<file path="src/rtl/rv_iommu_walk_tracker.sv">
// IOMMU page-walk tracker: accepts translation requests, issues walks, collects out-of-order completions, returns responses.
// Optional build macro IOMMU_PWT_INORDER_RSP_EN returns responses in acceptance order via an age FIFO.
module rv_iommu_walk_tracker #(
  parameter int MAX_PW = 4,
  parameter int IOVA_W = 52,
  parameter int TAG_W  = 8,
  parameter int PPN_W  = 34,
  localparam int IDX_W = $clog2(MAX_PW)
) (
  input  logic                clk,
  input  logic                rst_n,
  input  logic [IOVA_W-1:0]   atr_iova,
  input  logic [23:0]         atr_device_id,
  input  logic [19:0]         atr_process_id,
  input  logic [5:0]          atr_ctl,
  input  logic [TAG_W-1:0]    atr_tag,
  input  logic                atr_irdy,
  output logic                atr_trdy,
  output logic                wke_valid,
  input  logic                wke_ready,
  output logic [IDX_W-1:0]    wke_idx,
  output logic [IOVA_W+49:0]  wke_req,
  input  logic                wkc_valid,
  input  logic [IDX_W-1:0]    wkc_idx,
  input  logic [2:0]          wkc_status,
  input  logic [PPN_W-1:0]    wkc_ppn,
  input  logic [6:0]          wkc_attr,
  output logic                atc_irdy,
  input  logic                atc_trdy,
  output logic [2:0]          atc_status,
  output logic [PPN_W-1:0]    atc_resp_pa,
  output logic [TAG_W-1:0]    atc_tag,
  output logic [6:0]          atc_attr,
  input  logic                ddtp_pgwk_stall_req_i,
  output logic                ddtp_pgwk_idle_o,
  output logic                wkc_err_o
);
  localparam int CNT_W = IDX_W + 1;

  typedef enum logic [1:0] {ST_FREE, ST_PEND, ST_WALK, ST_DONE} ent_state_e;

  ent_state_e state_reg  [MAX_PW];
  ent_state_e state_next [MAX_PW];

  logic [IOVA_W-1:0] iova_mem   [MAX_PW];
  logic [23:0]       dev_mem    [MAX_PW];
  logic [19:0]       pid_mem    [MAX_PW];
  logic [5:0]        ctl_mem    [MAX_PW];
  logic [TAG_W-1:0]  tag_mem    [MAX_PW];
  logic [2:0]        status_mem [MAX_PW];
  logic [PPN_W-1:0]  ppn_mem    [MAX_PW];
  logic [6:0]        attr_mem   [MAX_PW];

  logic             active_reg;
  logic [CNT_W-1:0] count_reg;
  logic             err_reg;
  logic             iss_valid_reg;
  logic [IDX_W-1:0] iss_idx_reg, iss_ptr_reg;
  logic             rsp_valid_reg;
  logic [IDX_W-1:0] rsp_idx_reg;

  logic [MAX_PW-1:0] free_vec, iss_cand;
  logic [IDX_W-1:0]  alloc_idx, iss_sel, iss_try, rsp_sel;
  logic              acc, iss_found, iss_hs, iss_load, cmp_ok;
  logic              rsp_found, rsp_hs, rsp_load;

  for (genvar gi = 0; gi < MAX_PW; gi++) begin : g_cand
    assign free_vec[gi] = (state_reg[gi] == ST_FREE);
    // The entry sitting in the issue register is still PEND but must not be picked twice.
    assign iss_cand[gi] = (state_reg[gi] == ST_PEND) &&
                          !(iss_valid_reg && (iss_idx_reg == IDX_W'(gi)));
  end

  always_comb begin
    alloc_idx = '0;
    for (int i = MAX_PW - 1; i >= 0; i--)
      if (free_vec[i]) alloc_idx = IDX_W'(i);
  end

  assign atr_trdy = active_reg && (|free_vec) && !ddtp_pgwk_stall_req_i;
  assign acc      = atr_irdy && atr_trdy;
  assign cmp_ok   = wkc_valid && (state_reg[wkc_idx] == ST_WALK);

  always_comb begin
    iss_found = 1'b0;
    iss_sel   = '0;
    iss_try   = '0;
    for (int i = 1; i <= MAX_PW; i++) begin
      iss_try = iss_ptr_reg + IDX_W'(i);
      if (!iss_found && iss_cand[iss_try]) begin
        iss_found = 1'b1;
        iss_sel   = iss_try;
      end
    end
  end

  assign iss_hs   = iss_valid_reg && wke_ready;
  assign iss_load = (!iss_valid_reg || iss_hs) && iss_found;
  assign rsp_hs   = rsp_valid_reg && atc_trdy;
  assign rsp_load = (!rsp_valid_reg || rsp_hs) && rsp_found;

`ifdef IOMMU_PWT_INORDER_RSP_EN
  logic [IDX_W-1:0] age_mem [MAX_PW];
  logic [CNT_W-1:0] age_wr_reg, age_rd_reg;
  logic [IDX_W-1:0] age_head;

  assign age_head  = age_mem[age_rd_reg[IDX_W-1:0]];
  assign rsp_found = (age_wr_reg != age_rd_reg) && (state_reg[age_head] == ST_DONE);
  assign rsp_sel   = age_head;

  always_ff @(posedge clk or negedge rst_n) begin
    if (!rst_n) begin
      age_wr_reg <= '0;
      age_rd_reg <= '0;
    end else begin
      if (acc)      age_wr_reg <= age_wr_reg + CNT_W'(1);
      if (rsp_load) age_rd_reg <= age_rd_reg + CNT_W'(1);
    end
  end

  always_ff @(posedge clk) begin
    if (acc) age_mem[age_wr_reg[IDX_W-1:0]] <= alloc_idx;
  end
`else
  logic [MAX_PW-1:0] rsp_cand;
  logic [IDX_W-1:0]  rsp_ptr_reg, rsp_try;

  for (genvar gi = 0; gi < MAX_PW; gi++) begin : g_rsp_cand
    assign rsp_cand[gi] = (state_reg[gi] == ST_DONE) &&
                          !(rsp_valid_reg && (rsp_idx_reg == IDX_W'(gi)));
  end

  always_comb begin
    rsp_found = 1'b0;
    rsp_sel   = '0;
    rsp_try   = '0;
    for (int i = 1; i <= MAX_PW; i++) begin
      rsp_try = rsp_ptr_reg + IDX_W'(i);
      if (!rsp_found && rsp_cand[rsp_try]) begin
        rsp_found = 1'b1;
        rsp_sel   = rsp_try;
      end
    end
  end

  always_ff @(posedge clk or negedge rst_n) begin
    if (!rst_n)        rsp_ptr_reg <= '1;
    else if (rsp_load) rsp_ptr_reg <= rsp_sel;
  end
`endif

  // Each event targets an entry in a distinct state, so these writes never collide.
  always_comb begin
    for (int i = 0; i < MAX_PW; i++) state_next[i] = state_reg[i];
    if (acc)    state_next[alloc_idx]   = ST_PEND;
    if (iss_hs) state_next[iss_idx_reg] = ST_WALK;
    if (cmp_ok) state_next[wkc_idx]     = ST_DONE;
    if (rsp_hs) state_next[rsp_idx_reg] = ST_FREE;
  end

  always_ff @(posedge clk or negedge rst_n) begin
    if (!rst_n) begin
      for (int i = 0; i < MAX_PW; i++) state_reg[i] <= ST_FREE;
      active_reg    <= 1'b0;
      count_reg     <= '0;
      err_reg       <= 1'b0;
      iss_valid_reg <= 1'b0;
      iss_idx_reg   <= '0;
      iss_ptr_reg   <= '1;
      rsp_valid_reg <= 1'b0;
      rsp_idx_reg   <= '0;
    end else begin
      for (int i = 0; i < MAX_PW; i++) state_reg[i] <= state_next[i];
      active_reg <= 1'b1;
      err_reg    <= wkc_valid && !cmp_ok;
      if (acc && !rsp_hs)      count_reg <= count_reg + CNT_W'(1);
      else if (!acc && rsp_hs) count_reg <= count_reg - CNT_W'(1);
      if (iss_load) begin
        iss_valid_reg <= 1'b1;
        iss_idx_reg   <= iss_sel;
        iss_ptr_reg   <= iss_sel;
      end else if (iss_hs) begin
        iss_valid_reg <= 1'b0;
      end
      if (rsp_load) begin
        rsp_valid_reg <= 1'b1;
        rsp_idx_reg   <= rsp_sel;
      end else if (rsp_hs) begin
        rsp_valid_reg <= 1'b0;
      end
    end
  end

  always_ff @(posedge clk) begin
    if (acc) begin
      iova_mem[alloc_idx] <= atr_iova;
      dev_mem[alloc_idx]  <= atr_device_id;
      pid_mem[alloc_idx]  <= atr_process_id;
      ctl_mem[alloc_idx]  <= atr_ctl;
      tag_mem[alloc_idx]  <= atr_tag;
    end
    if (cmp_ok) begin
      status_mem[wkc_idx] <= wkc_status;
      ppn_mem[wkc_idx]    <= wkc_ppn;
      attr_mem[wkc_idx]   <= wkc_attr;
    end
  end

  assign wke_valid   = iss_valid_reg;
  assign wke_idx     = iss_idx_reg;
  assign wke_req     = iss_valid_reg ? {iova_mem[iss_idx_reg], dev_mem[iss_idx_reg],
                                        pid_mem[iss_idx_reg], ctl_mem[iss_idx_reg]} : '0;
  assign atc_irdy    = rsp_valid_reg;
  assign atc_status  = rsp_valid_reg ? status_mem[rsp_idx_reg] : '0;
  assign atc_resp_pa = rsp_valid_reg ? ppn_mem[rsp_idx_reg]    : '0;
  assign atc_tag     = rsp_valid_reg ? tag_mem[rsp_idx_reg]    : '0;
  assign atc_attr    = rsp_valid_reg ? attr_mem[rsp_idx_reg]   : '0;

  assign ddtp_pgwk_idle_o = (count_reg == '0);
  assign wkc_err_o        = err_reg;
endmodule

</file>
<file path="config.mk">
export PLATFORM = sky130hd
export DESIGN_NAME = rv_iommu_walk_tracker
export DESIGN_NICKNAME = d
export VERILOG_FILES = /design/src/rtl/rv_iommu_walk_tracker.sv
export SDC_FILE = /design/constraint.sdc
export NUM_CORES = 1
export LEC_CHECK = 0
export CELL_PAD_IN_SITES_DETAIL_PLACEMENT = 1
export CELL_PAD_IN_SITES_GLOBAL_PLACEMENT = 1
export CORE_ASPECT_RATIO = 0.8
export CORE_MARGIN = 2
export CORE_UTILIZATION = 52
export CTS_CLUSTER_SIZE = 30
export DETAILED_ROUTE_END_ITERATION = 8
export GPL_ROUTABILITY_DRIVEN = 1
export PLACE_DENSITY_LB_ADDON = 0.1
export SYNTH_ARGS = -nofsm -noshare
export SYNTH_HDL_FRONTEND = slang
export SYNTH_SLANG_ARGS = --single-unit
</file>
<file path="constraint.sdc">
create_clock -name clk -period 38.2 [get_ports clk]
set_input_delay 3.82 -clock clk [delete_from_list [all_inputs] [get_ports clk]]
set_output_delay 3.82 -clock clk [all_outputs]
set_load 0.05 [all_outputs]
</file>
==> results of run 1 <==
## layer usage
layer / GRT usage / up-vias
li1: - / 5364
met1: 0.291 / 6418
met2: 0.387 / 327
met3: 0.0573 / 94
met4: 0.0661 / 12
met5: 0 / -
## report_power, final
group	leakage (nW)	total, mW	internal, mW	switching [mW]
Clock	0.979	0.605	0.350	0.256
Sequential	5.83	0.880	0.822	0.0581
Combinational	3.06	1.02	0.399	0.622
## worst max-delay path: cells and delay by family
family / cells / cell delay [ps]
simple gates: 1 / 210
buf+inv: 2 / 1250
## final cells by class
cell class / instances / share of cell area
flip-flops and latches: 639 / 0.622
inverters: 11 / 0.00134
clock inverters: 38 / 0.0127
repair buffers: 345 / 0.111
multi-input cells: 440 / 0.175
diodes: 5 / 0.000407
clock buffers: 78 / 0.0531
well taps: 620 / 0.0253
## worst paths after layout
check | end | slack (ps)
hold reg to reg | count_reg[2]$_DFFE_PN0P_ | 480
hold / removal | count_reg[2]$_DFFE_PN0P_ | 480
setup reg to reg | iova_mem[1][7]$_DFFE_PP_ | 35140
setup / recovery | atr_trdy | 29090
max in group asynchronous | iss_ptr_reg[0]$_DFFE_PN1P_ | 34290
min in group asynchronous | atc_irdy$_DFFE_PN0P_ | 3590
## cells in the mapped netlist (all sizes together), types with 3 or more instances
cell type / count / area (um2)
inv: 11 / 41.3
and2: 158 / 993
buf: 35 / 284
o211ai: 4 / 30.0
a2bb2oi: 3 / 26.3
nand3: 5 / 30.0
nor2: 20 / 75.1
dfrtp: 19 / 475
nand2: 20 / 75.1
edfxtp: 616 / 18500
nand4: 3 / 18.8
nor3: 6 / 30.0
o22ai: 3 / 18.8
mux4: 154 / 3470
dfstp: 4 / 105
nor3b: 4 / 46.3
nand3b: 4 / 42.5
nand2b: 3 / 18.8
clkbuf: 22 / 82.6
a21oi: 14 / 73.8
a31oi: 3 / 25.0
nor2b: 5 / 31.3
## cell families (layout without fill, tap and decap cells)
group           Yosys count  count (layout)
flops                   639             639
simple gates            236             236
mux                     155             155
buf+inv                  68             472
compound gates           43              43
xor+xnor                  3               3
fa+ha+maj                 2               2
other cells               1               6
==> impl_metrics.ini, run 1 <==
[run_status]
outcome = complete, no violations

[clock_network]
cts_tree = built
hold_buffers = 0
cts_max_path_buffers = 3
cts_buffers = 61
cts_sinks = 639
cts_root_buffer = clkbuf_16
insertion_delay_ps = 620
cts_max_level = 2
post_cts_buffers = 0
cts_resized = 0
clk_pin_slew_ps = 60

[critical_path]
cp_max_fo = 2
ff2ff_path_depth = 4
cp_cell_sequence = clkdlybuf4s50_1 -> nor3b_1 -> clkdlybuf4s50_1
startpoint_type = primary input
arrival_ps = 5290
crit_path_end_kind = output port
crit_type = primary input to output port
crit_required_ps = 34380
timing.critical_path.mode_cell = clkdlybuf4s50_1
startpoint = ddtp_pgwk_stall_req_i
max_stage_delay_ps = 830
r2r_start = active_reg$_DFF_PN0_
slowest_stage = clkdlybuf4s50_1

[synth]
postSynth.asyncResetShare = 0.0360
synth_nets = 1312
syn_area_per_cell_um2 = 21.6
synth-simple-area-share = 0.0572
ys_seq_area_frac = 0.769
syn_area_mm2 = 0.0248
synth_compound_area_frac = 0.0148
synth_top_family_by_area = multiplexers
synthCells = 1147
synth_edf_count = 616
ys_types = 55
synth-adder-area-share = 0.00131
synth-xor-area-share = 0.00106
synthMuxAreaShare = 0.140
synth_warnings = 0
ys_seq_elements = 639
synthFlopType = edfxtp_1

[routing]
ant_nets = 0
wl_met3_mm = 3.52
wl_met1_mm = 22.0
top_layer = met5
wl_met2_mm = 28.7
vias_per_cell = 5.61
drc = 0
drt_iter0_markers = 736
first_pass_iters = 5
avgRoutedWirePerCell_um = 25.5
vias = 12200
wirelength_mm = 55.6

[cells_and_area]
fillCellCount = 3900
layout_commonest_cell = edfxtp_1
nets = 1663
final_area_mm2 = 0.0307
area_growth_pct = 23.7
instances_no_fill = 2176
largest_register_ffs = 208
final_util = 0.652
drive_above_1_share = 0.193
regMostFlops = iova_mem
multiInputGateArea_mm2 = 0.00536
seq_area_mm2 = 0.0191
layout_common_cells = 616 x edfxtp_1, 323 x clkdlybuf4s50_1, 156 x and2_1
top_regs = iova_mem: 208 flops, ppn_mem: 136 flops, dev_mem: 96 flops

[placed_design]
numPortBuffers = 323
placed_area_mm2 = 0.0287
placed_cells = 2055
post-place-ws_ps = 29090
place.gp.congestion = 0.768
dp_hpwl_mm = 33.6

[sta]
max-slew-margin-rel = 0.163
hold_ws_ps = 476
rsz0062_at_grt = false
finalWorstSetupSlack_ps = 29090
fmax_mhz = 110
slew_viol_final = 0
hold_viol_final = 0
setup_tns_ps = 0
setup_violations = 0
fin_skew_ps = 15.5
min_period_ps = 9110
tightest_slew_ps = 1250
finalCritPeriodShare = 0.238

[pwr]
p_per_area_mw_per_mm2 = 81.6
leakagePower_nw = 9.87
irDropWorstVdd_mv = 0.0570
finalPower_mw = 2.51

[job]
drv_cap = 0

[floorplan]
die_w_um = 248
core-area_mm2 = 0.0471
ios = 324
start_util = 0.527
dieArea_mm2 = 0.0495
num_rows = 71
die_y_um = 199

[min_path]
hold_depth = 1
hp-class = flip-flop to flip-flop
hold_path_startpoint = count_reg[2]$_DFFE_PN0P_

[global_routing]
grt_use_total = 0.227
grt_pass1_vias = 13300
overflow = 0
grt_pass1_wl_mm = 82.7
antenna_found_initial = 11
grt_max_degree = 73
Power figures use the tool's default switching activity.
==> run 2, diff against run 1 <==
- CORE_UTILIZATION: 52 -> 43
- clock period: 38.2 -> 7.75 ns (I/O delays scaled with it)
==> run 2 against run 1 <==
  * Clock skew increased by 4.3 ps
  * Die area grew 21%
  * Core utilization is 11 points lower
  * Register-to-register slack lost 30000 ps
  * Worst setup slack worse by 26000 ps
  * Via count decreased by 1.1%
  * Cell area grew 0.83%
  * Critical path depth is 1 higher
  * Critical path type is now flip-flop to output port
  * Critical endpoint is now wke_req[100]
  * Largest cell class unchanged
  * Largest power group unchanged
==> impl_metrics.ini, run 2 (synthesis results as in run 1) <==
[pwr]
p_sw_mw = 4.60
clkPwrFrac = 0.244
p_per_area_mw_per_mm2 = 400
leakagePower_nw = 9.91
power_frac_seq = 0.350
p_comb_frac = 0.406
switching_share = 0.371
finalPower_mw = 12.4
intPower_mw = 7.78
irDropWorstVdd_mv = 0.232

[clock_network]
cts_resized = 0
hold_buffers = 0
post_cts_buffers = 0
cts_sinks = 639
insertion_delay_ps = 590
cts_max_path_buffers = 3
cts_buffers = 67
cts_max_level = 3
clk_pin_slew_ps = 60
cts_root_buffer = clkbuf_16
cts_tree = built

[global_routing]
grt_pass1_wl_mm = 82.9
grt_max_degree = 86
antenna_found_initial = 4
grt_pass1_vias = 13300
overflow = 0
grt_use_total = 0.186

[floorplan]
die_y_um = 219
die_w_um = 273
num_rows = 78
start_util = 0.436
core-area_mm2 = 0.0569
dieArea_mm2 = 0.0597
ios = 324

[cells_and_area]
area_growth_pct = 24.8
regMostFlops = iova_mem
layout_commonest_cell = edfxtp_1
nets = 1670
largest_register_ffs = 208
drive_above_1_share = 0.190
instances_no_fill = 2314
layout_common_cells = 616 x edfxtp_1, 323 x clkdlybuf4s50_1, 156 x and2_1
top_regs = iova_mem: 208 flops, ppn_mem: 136 flops, dev_mem: 96 flops

[critical_path]
crit_type = flip-flop to output port
crit_path_end_kind = output port
startpoint = wke_idx[1]$_DFFE_PN0P_
startpoint_type = flip-flop
arrival_ps = 3840
slowest_stage = buf_4
max_stage_delay_ps = 890
cp_cell_sequence = buf_4 -> mux4_2 -> and2_1 -> clkdlybuf4s50_1
regToRegSetupSlack_ps = 4670
r2r_start = active_reg$_DFF_PN0_
crit_required_ps = 6970
cp_max_fo = 66

[job]
drv_cap = 0

[routing]
drc = 0
vias_per_cell = 5.22
avgRoutedWirePerCell_um = 23.6
vias = 12100
first_pass_iters = 4
ant_nets = 0
wirelength_mm = 54.6
drt_iter0_markers = 654

[placed_design]
place.gp.congestion = 0.756
numPortBuffers = 323
placed_cells = 2196
dp_hpwl_mm = 32.6

[sta]
hold_ws_ps = 470
fin_skew_ps = 19.8
slew_viol_final = 0
fmax_mhz = 217
rsz0062_at_grt = false
setup_violations = 0
hold_viol_final = 0
max-slew-margin-rel = 0.282
finalCritPeriodShare = 0.596
min_period_ps = 4620
tightest_slew_ps = 1080

[run_status]
outcome = complete, no violations

[min_path]
hold_path_startpoint = count_reg[2]$_DFFE_PN0P_
hp-class = flip-flop to flip-flop
## run 2: changes by cell type in the layout (fill, tap and decap cells not counted), moves of 2 or more
cell,delta
inv_6,+2
clkbuf_8,-2
nor4_2,-2
clkbuf_16,+8
nor4_4,+2
bufinv_16,-4
clkbuf_1,+6
clkinv_2,-4
diode_2,-4
clkinvlp_4,-5
clkinv_8,+2
## run 2: worst paths after layout
kind,depth (start not counted),end
max,4,wke_req[100]
min,1,count_reg[2]$_DFFE_PN0P_
max reg2reg,4,dev_mem[2][2]$_DFFE_PP_
min reg2reg,1,count_reg[2]$_DFFE_PN0P_
max in group asynchronous,2,iss_ptr_reg[1]$_DFFE_PN1P_
min in group asynchronous,2,active_reg$_DFF_PN0_
## run 2: metrics by stage
stage	TNS [ps]	setup WS, ps	utilization	cell area, um2
5_1_grt	0	2920	0.544	31000
3_5_place_dp	0	3630	0.508	28900
6_report	0	3130	0.544	31000
4_1_cts	0	2980	0.544	31000
2_1_floorplan	-5700	-132	-	24800
3_3_place_gp	0	3580	0.508	28900
## run 2: layout make-up
| class | instances | area (um2) |
|---|---|---|
| Antenna cell | 1 | 2.50 |
| Inverter | 11 | 41.3 |
| Tap cell | 760 | 951 |
| Clock inverter | 27 | 234 |
| Fill cell | 4945 | 25900 |
| Multi-Input combinational cell | 440 | 5400 |
| Sequential cell | 639 | 19100 |
| Timing Repair Buffer | 346 | 3420 |
| Clock buffer | 90 | 1830 |
## run 2: worst max-delay path, delay by kind of cell, from the launching register on
family	cells	cell delay (ps)
mux	1	370
flops	1	870
buf+inv	2	1780
simple gates	1	130
## run 2: per-layer routing
| metal | GRT usage | part of all wire |
|---|---|---|
| met3 | 0.0480 | 0.054 |
| met2 | 0.304 | 0.50 |
| met1 | 0.250 | 0.43 |
| met4 | 0.0511 | 0.019 |
| met5 | 0 | 0.00079 |
## run 2: power by group through the flow
stage	clock, mW	combinational [mW]	sequential [mW]
after detailed placement	0	5.10	4.42
after global placement	0	5.09	4.40
after floorplan	0	3.69	4.26
after CTS	3.12	5.12	4.35
after global routing	3.25	5.31	4.38
final	3.02	5.03	4.33
